==> src/rtl/pc_next_ctrl.sv <==
// ---------------------------------------------------------------------------
// pc_next_ctrl
//   Writer side of the program-counter register (PCm). Each cycle it picks the
//   next PC from one of three sources:
//     - sequential fetch (pc_out + 4)
//     - a branch or jump redirect (word-aligned target)
//     - hold (load-use stall, instruction memory not ready, boot window)
//   It also drives the IF/ID write enable and flush so that fetch and decode
//   stay consistent. pc_in_o is combinational from registered state plus the
//   current inputs, so PCm captures it on the same edge and no latency is added.
//
// Ports
//   clk_i            rising-edge clock
//   rst_ni           asynchronous active-low reset
//   pc_out_i         current PC from PCm
//   imem_ready_i     instruction memory accepts a fetch this cycle
//   stall_req_i      load-use hazard from the hazard unit
//   branch_taken_i   EX-stage branch resolved taken
//   branch_target_i  EX-stage branch target
//   jump_i           ID-stage jump
//   jump_target_i    ID-stage jump target
//   pc_in_o          next PC to PCm
//   PC_write_o       PCm load enable
//   if_id_write_o    IF/ID register write enable
//   if_id_flush_o    IF/ID bubble insert
//   misalign_o       registered; previous-cycle redirect target had [1:0] != 0
//   stall_cnt_o      saturating count of RUN/HOLD cycles with PC_write_o = 0
// ---------------------------------------------------------------------------
module pc_next_ctrl #(
    parameter logic [31:0] RESET_VECTOR = 32'h0000_0000,
    parameter int unsigned BOOT_CYCLES  = 2,
    parameter int unsigned CNT_W        = 16
) (
    input  logic             clk_i,
    input  logic             rst_ni,
    input  logic [31:0]      pc_out_i,
    input  logic             imem_ready_i,
    input  logic             stall_req_i,
    input  logic             branch_taken_i,
    input  logic [31:0]      branch_target_i,
    input  logic             jump_i,
    input  logic [31:0]      jump_target_i,
    output logic [31:0]      pc_in_o,
    output logic             PC_write_o,
    output logic             if_id_write_o,
    output logic             if_id_flush_o,
    output logic             misalign_o,
    output logic [CNT_W-1:0] stall_cnt_o
);

    localparam int unsigned BW = (BOOT_CYCLES < 1) ? 1 : $clog2(BOOT_CYCLES + 1);

    localparam logic [1:0] ST_BOOT = 2'd0;
    localparam logic [1:0] ST_RUN  = 2'd1;
    localparam logic [1:0] ST_HOLD = 2'd2;

    logic [1:0]       state_q,     state_d;
    logic [BW-1:0]    boot_cnt_q,  boot_cnt_d;
    logic [31:0]      pend_pc_q,   pend_pc_d;
    logic             misalign_q,  misalign_d;
    logic [CNT_W-1:0] stall_cnt_q, stall_cnt_d;

    logic        redirect;
    logic [31:0] tgt_raw;
    logic [31:0] tgt_aln;
    logic [31:0] pc_in;
    logic        pc_write;
    logic        if_id_write;
    logic        if_id_flush;
    logic        active;

    always_comb begin
        // Branch resolves in EX, so it belongs to an older instruction than an
        // ID-stage jump and wins when both fire together.
        redirect = branch_taken_i | jump_i;
        tgt_raw  = branch_taken_i ? branch_target_i : jump_target_i;
        tgt_aln  = {tgt_raw[31:2], 2'b00};
        active   = (state_q == ST_RUN) || (state_q == ST_HOLD);

        pc_in       = RESET_VECTOR;
        pc_write    = 1'b0;
        if_id_write = 1'b0;
        if_id_flush = 1'b1;
        state_d     = state_q;
        boot_cnt_d  = boot_cnt_q;
        pend_pc_d   = pend_pc_q;

        case (state_q)
            ST_BOOT: begin
                // Redirect and stall inputs are ignored while booting.
                if (boot_cnt_q <= BW'(1)) begin
                    boot_cnt_d = '0;
                    state_d    = ST_RUN;
                end else begin
                    boot_cnt_d = boot_cnt_q - BW'(1);
                end
            end

            ST_RUN: begin
                if (redirect) begin
                    // Redirect beats a stall: the stalled instruction is on the
                    // wrong path and is being flushed anyway.
                    pc_in       = tgt_aln;
                    pc_write    = imem_ready_i;
                    if_id_write = 1'b0;
                    if_id_flush = 1'b1;
                    if (!imem_ready_i) begin
                        pend_pc_d = tgt_aln;
                        state_d   = ST_HOLD;
                    end
                end else if (stall_req_i) begin
                    pc_in       = pc_out_i;
                    pc_write    = 1'b0;
                    if_id_write = 1'b0;
                    if_id_flush = 1'b0;
                end else begin
                    pc_in       = pc_out_i + 32'd4;
                    pc_write    = imem_ready_i;
                    if_id_write = imem_ready_i;
                    if_id_flush = 1'b0;
                end
            end

            ST_HOLD: begin
                // A redirect pending memory readiness; a newer redirect replaces
                // it, and stall_req is irrelevant because IF/ID is bubbling.
                pc_in       = redirect ? tgt_aln : pend_pc_q;
                pc_write    = imem_ready_i;
                if_id_write = 1'b0;
                if_id_flush = 1'b1;
                if (redirect) begin
                    pend_pc_d = tgt_aln;
                end
                if (imem_ready_i) begin
                    state_d = ST_RUN;
                end
            end

            default: begin
                state_d    = ST_BOOT;
                boot_cnt_d = BW'(BOOT_CYCLES);
            end
        endcase

        misalign_d = active && redirect && (tgt_raw[1:0] != 2'b00);

        stall_cnt_d = stall_cnt_q;
        if (active && !pc_write && (stall_cnt_q != {CNT_W{1'b1}})) begin
            stall_cnt_d = stall_cnt_q + CNT_W'(1);
        end
    end

    always_ff @(posedge clk_i or negedge rst_ni) begin
        if (!rst_ni) begin
            state_q     <= ST_BOOT;
            boot_cnt_q  <= BW'(BOOT_CYCLES);
            pend_pc_q   <= RESET_VECTOR;
            misalign_q  <= 1'b0;
            stall_cnt_q <= '0;
        end else begin
            state_q     <= state_d;
            boot_cnt_q  <= boot_cnt_d;
            pend_pc_q   <= pend_pc_d;
            misalign_q  <= misalign_d;
            stall_cnt_q <= stall_cnt_d;
        end
    end

    assign pc_in_o       = pc_in;
    assign PC_write_o    = pc_write;
    assign if_id_write_o = if_id_write;
    assign if_id_flush_o = if_id_flush;
    assign misalign_o    = misalign_q;
    assign stall_cnt_o   = stall_cnt_q;

endmodule

==> config.mk <==
export PLATFORM = sky130hd
export DESIGN_NAME = pc_next_ctrl
export DESIGN_NICKNAME = d
export VERILOG_FILES = /design/src/rtl/pc_next_ctrl.sv
export SDC_FILE = /design/constraint.sdc
export NUM_CORES = 1
export LEC_CHECK = 0
export BUFFER_PORTS_ARGS = -buffer_cell sky130_fd_sc_hd__buf_2
export CAP_MARGIN = 20
export CORE_AREA = 2 2 99 101
export DETAILED_ROUTE_END_ITERATION = 10
export DIE_AREA = 0 0 101 103
export PLACE_DENSITY_LB_ADDON = 0.08
export SLEW_MARGIN = 20
export SYNTH_ARGS = -nofsm -noshare
export SYNTH_HDL_FRONTEND = slang
export SYNTH_SLANG_ARGS = --single-unit
export TNS_END_PERCENT = 20
==> constraint.sdc <==
create_clock -name clk_i -period 2.1 [get_ports clk_i]
set_clock_uncertainty 0.15 [all_clocks]
set_input_delay 0.42 -clock clk_i [delete_from_list [all_inputs] [get_ports clk_i]]
set_output_delay 0.42 -clock clk_i [all_outputs]
set_load 0.05 [all_outputs]
==> flow_metrics.tcl <==
set metrics [dict create \
    cp-start-kind "flip-flop" \
    cp.depth 7 \
    maxCapViolCount 0 \
    reg2reg_slack_ps -240 \
    htreeDepth 2 \
    grt_max_degree 49 \
    drc 0 \
    end_kind "primary output" \
    start_util_pct 44.5 \
    clkSlewWorstSetupHoldPaths_ps 110 \
    switching_power_mw 5.29 \
    pre_cts_ws_ps -582 \
    grt_pass1_vias 5126 \
    violations "negative setup slack" \
    crit_top_cell "buf_12" \
    min_path_type "in2reg" \
    cts_tree "yes" \
    core_area_um2 9460 \
    synthTopCellsByArea "dfrtp_1, o21ai_0, mux2i_1" \
    synth.distinct_cells 54 \
    synth_top_area_cell "dfrtp_1" \
    clkPwrFrac_pct 7.0 \
    top_layer "met5" \
    finalSetupViolCount 48 \
    clk_latency_ps 330 \
    place.gp.congestion 1.04 \
    tns_ps -13870 \
    vias_per_cell 6.05 \
    grt_use_total_pct 31.7 \
    clock-sinks 53 \
    worstPathArrival_ps 1970 \
    period_share_pct 121 \
    combPwrFrac_pct 77.5 \
    p_leak_nw 3.30 \
    max_freq_mhz 394 \
    synthFlopType "dfrtp_1" \
    die_area_um2 10400 \
    yosysTopAreaCellShare_pct 30.9 \
    hold_depth 2 \
    antenna_found_initial 1 \
    seqPwrFrac_pct 15.5 \
    die_w_um 101 \
    fp.dieH_um 103 \
    rsz0062_at_grt "true" \
    critPathMaxStageDelay_ps 410 \
    async_flop_share_pct 100 \
    clock_path_buffers 2 \
    grt_overflow_total 0 \
    fin_ws_ps -438 \
    whs_ps 199 \
    final_cell_mix "buf_4, buf_2, o21ai_0" \
    ys_ff_latch 53 \
    drt-met1-wl_mm 6.84 \
    wl_met2_mm 9.08 \
    wire_per_inst_um 20.1 \
    antenna_left 0 \
    cts_inserted_buffers 5 \
    grt_pass1_wl_mm 25.7 \
    crit_type "reg2out" \
    row_count 36 \
    dr_total_vias 5353 \
    critPathBufInv 4 \
    avgSynthCellArea_um2 8.38 \
    nets 878 \
    areaGrowthSynthToFinish_pct 84.2 \
    period_needed_ps 2540 \
    drt-total-wl_mm 17.8 \
    worstPathCellList "inv_2 > ha_4 > buf_12 > buf_12 > o221ai_1 > a211oi_4 > buf_6" \
    critical_path_required_ps 1530 \
    synth_enable_flop_cells 0 \
    drv_slew 0 \
    antennaDiodeCount 0 \
    utilization_pct 82.0 \
    timing.slew.headroom_pct 64.0 \
    drt-pass1-iter-count 6 \
    dp_hpwl_mm 11.2 \
    rr_worst_depth 8 \
    sw_frac_of_total_pct 47.9 \
    worstPathMaxFanout 5 \
    io_buffers 153 \
    place_inst 849 \
    wl_met3_mm 1.41 \
    intPower_mw 5.76 \
    powerDensity_nw_per_um2 1420 \
    crit_slowest_cell "dfrtp_1" \
    fin_cells 885 \
    drt_iter0_markers 389 \
    finalHoldViolCount 0 \
    cp_top_family "buffers and inverters" \
    worst_slew_pin_slew_ps 540 \
    clockRootBuffer "clkbuf_8" \
    io_pins 154 \
    synth_area_um2 4210 \
    ir_drop_mv 1.38 \
    drive_gt1_share_pct 56.8 \
    layout_commonest_cell "buf_4" \
    postSynthCellCount 503 \
    synthesis.nets 611 \
    ys_warn_count 0 \
    yosysSeqAreaShare_pct 31.5 \
    run_status "complete, but fails checks" \
]
[synth_stat cells, drive strengths merged, types with 3 or more instances]
library cell  instances
mux2i                26
nor4                  7
xnor2                15
a22oi                 3
or3                   4
nand2b                6
o2111ai               3
buf                  14
nand4                11
and4                  4
o21ai                75
o221ai               23
inv                  10
nand3                24
nand2                58
ha                    6
and2                  3
dfrtp                52
o21a                  3
nor3                 11
o22ai                 4
a21oi                29
nor2                 18
o31ai                 5
clkbuf               22
mux2                 18
and3                  5
xor2                 18
[cells by family after synthesis]
kind of cell,Yosys count,synth area share [%]
AO/OA/AOI/OAI,162,23.6
XOR/XNOR,33,6.86
adder cells (fa/ha/maj),6,1.78
buffers and inverters,46,5.08
flip-flops,53,31.5
multiplexers,44,11.0
AND/OR/NAND/NOR,159,20.1
[state kept, by name (all words and copies together), names as in the netlist]
register	cells
stall_cnt_o	16
misalign_o	1
boot_cnt_q	2
state_q	2
pend_pc_q	32
[power groups by stage]
stage | Combinational (mW) | Clock, mW | Sequential [mW]
2_1_floorplan | 3.89 | 0 | 1.89
3_3_place_gp | 5.91 | 0 | 1.68
3_5_place_dp | 6.02 | 0 | 1.71
4_1_cts | 7.69 | 0.779 | 1.69
5_1_grt | 8.99 | 0.826 | 1.74
6_report | 8.56 | 0.778 | 1.71
[worst reg2reg max path: cells and delay by family (launching register included)]
family / cells / cell delay, ps
adder cells (fa/ha/maj): 1 / 190
flip-flops: 1 / 430
XOR/XNOR: 1 / 180
buffers and inverters: 2 / 300
AO/OA/AOI/OAI: 1 / 130
AND/OR/NAND/NOR: 3 / 900
[per-stage QoR]
step / power [mW] / area, um^2
CTS: 10.2 / 7360
finish: 11.1 / 7760
global placement: 7.60 / 6380
floorplan: 5.78 / 4710
global route: 11.6 / 7760
detailed placement: 7.73 / 6380
[area by class of cell]
type	instances	area, um^2
multi-input combinational	404	3680
timing repair buffer	296	2450
fill	573	1700
sequential	53	1330
tap	114	143
clock buffer	5	68.8
clock inverter	3	48.8
inverter	10	37.5
[final timing paths]
path,startpoint,end
setup / recovery,state_q[1]$_DFFE_PN0P_,pc_in_o[17]
hold / removal,branch_target_i[1],misalign_o$_DFF_PN0_
setup reg to reg,state_q[1]$_DFFE_PN0P_,stall_cnt_o[7]$_DFFE_PN0P_
hold reg to reg,pend_pc_q[21]$_DFFE_PN0P_,pend_pc_q[21]$_DFFE_PN0P_
max in group asynchronous,rst_ni,boot_cnt_q[1]$_DFFE_PN1N_
min in group asynchronous,rst_ni,pend_pc_q[13]$_DFFE_PN0P_
[layer usage]
metal,up-vias,GRT usage [%]
li1,2409,-
met1,2588,39.8
met2,302,55.7
met3,52,5.42
met4,2,10.2
met5,-,0
[repair_timing]
item,in CTS,in global routing
buffers inserted,12,13
cloned,3,3
resized for setup,168,61
endpoints found under the hold margin,16,0
pin swaps,18,13
setup endpoints to repair,70,63
hold buffers,1,0
(Power assumes the default switching activity.)
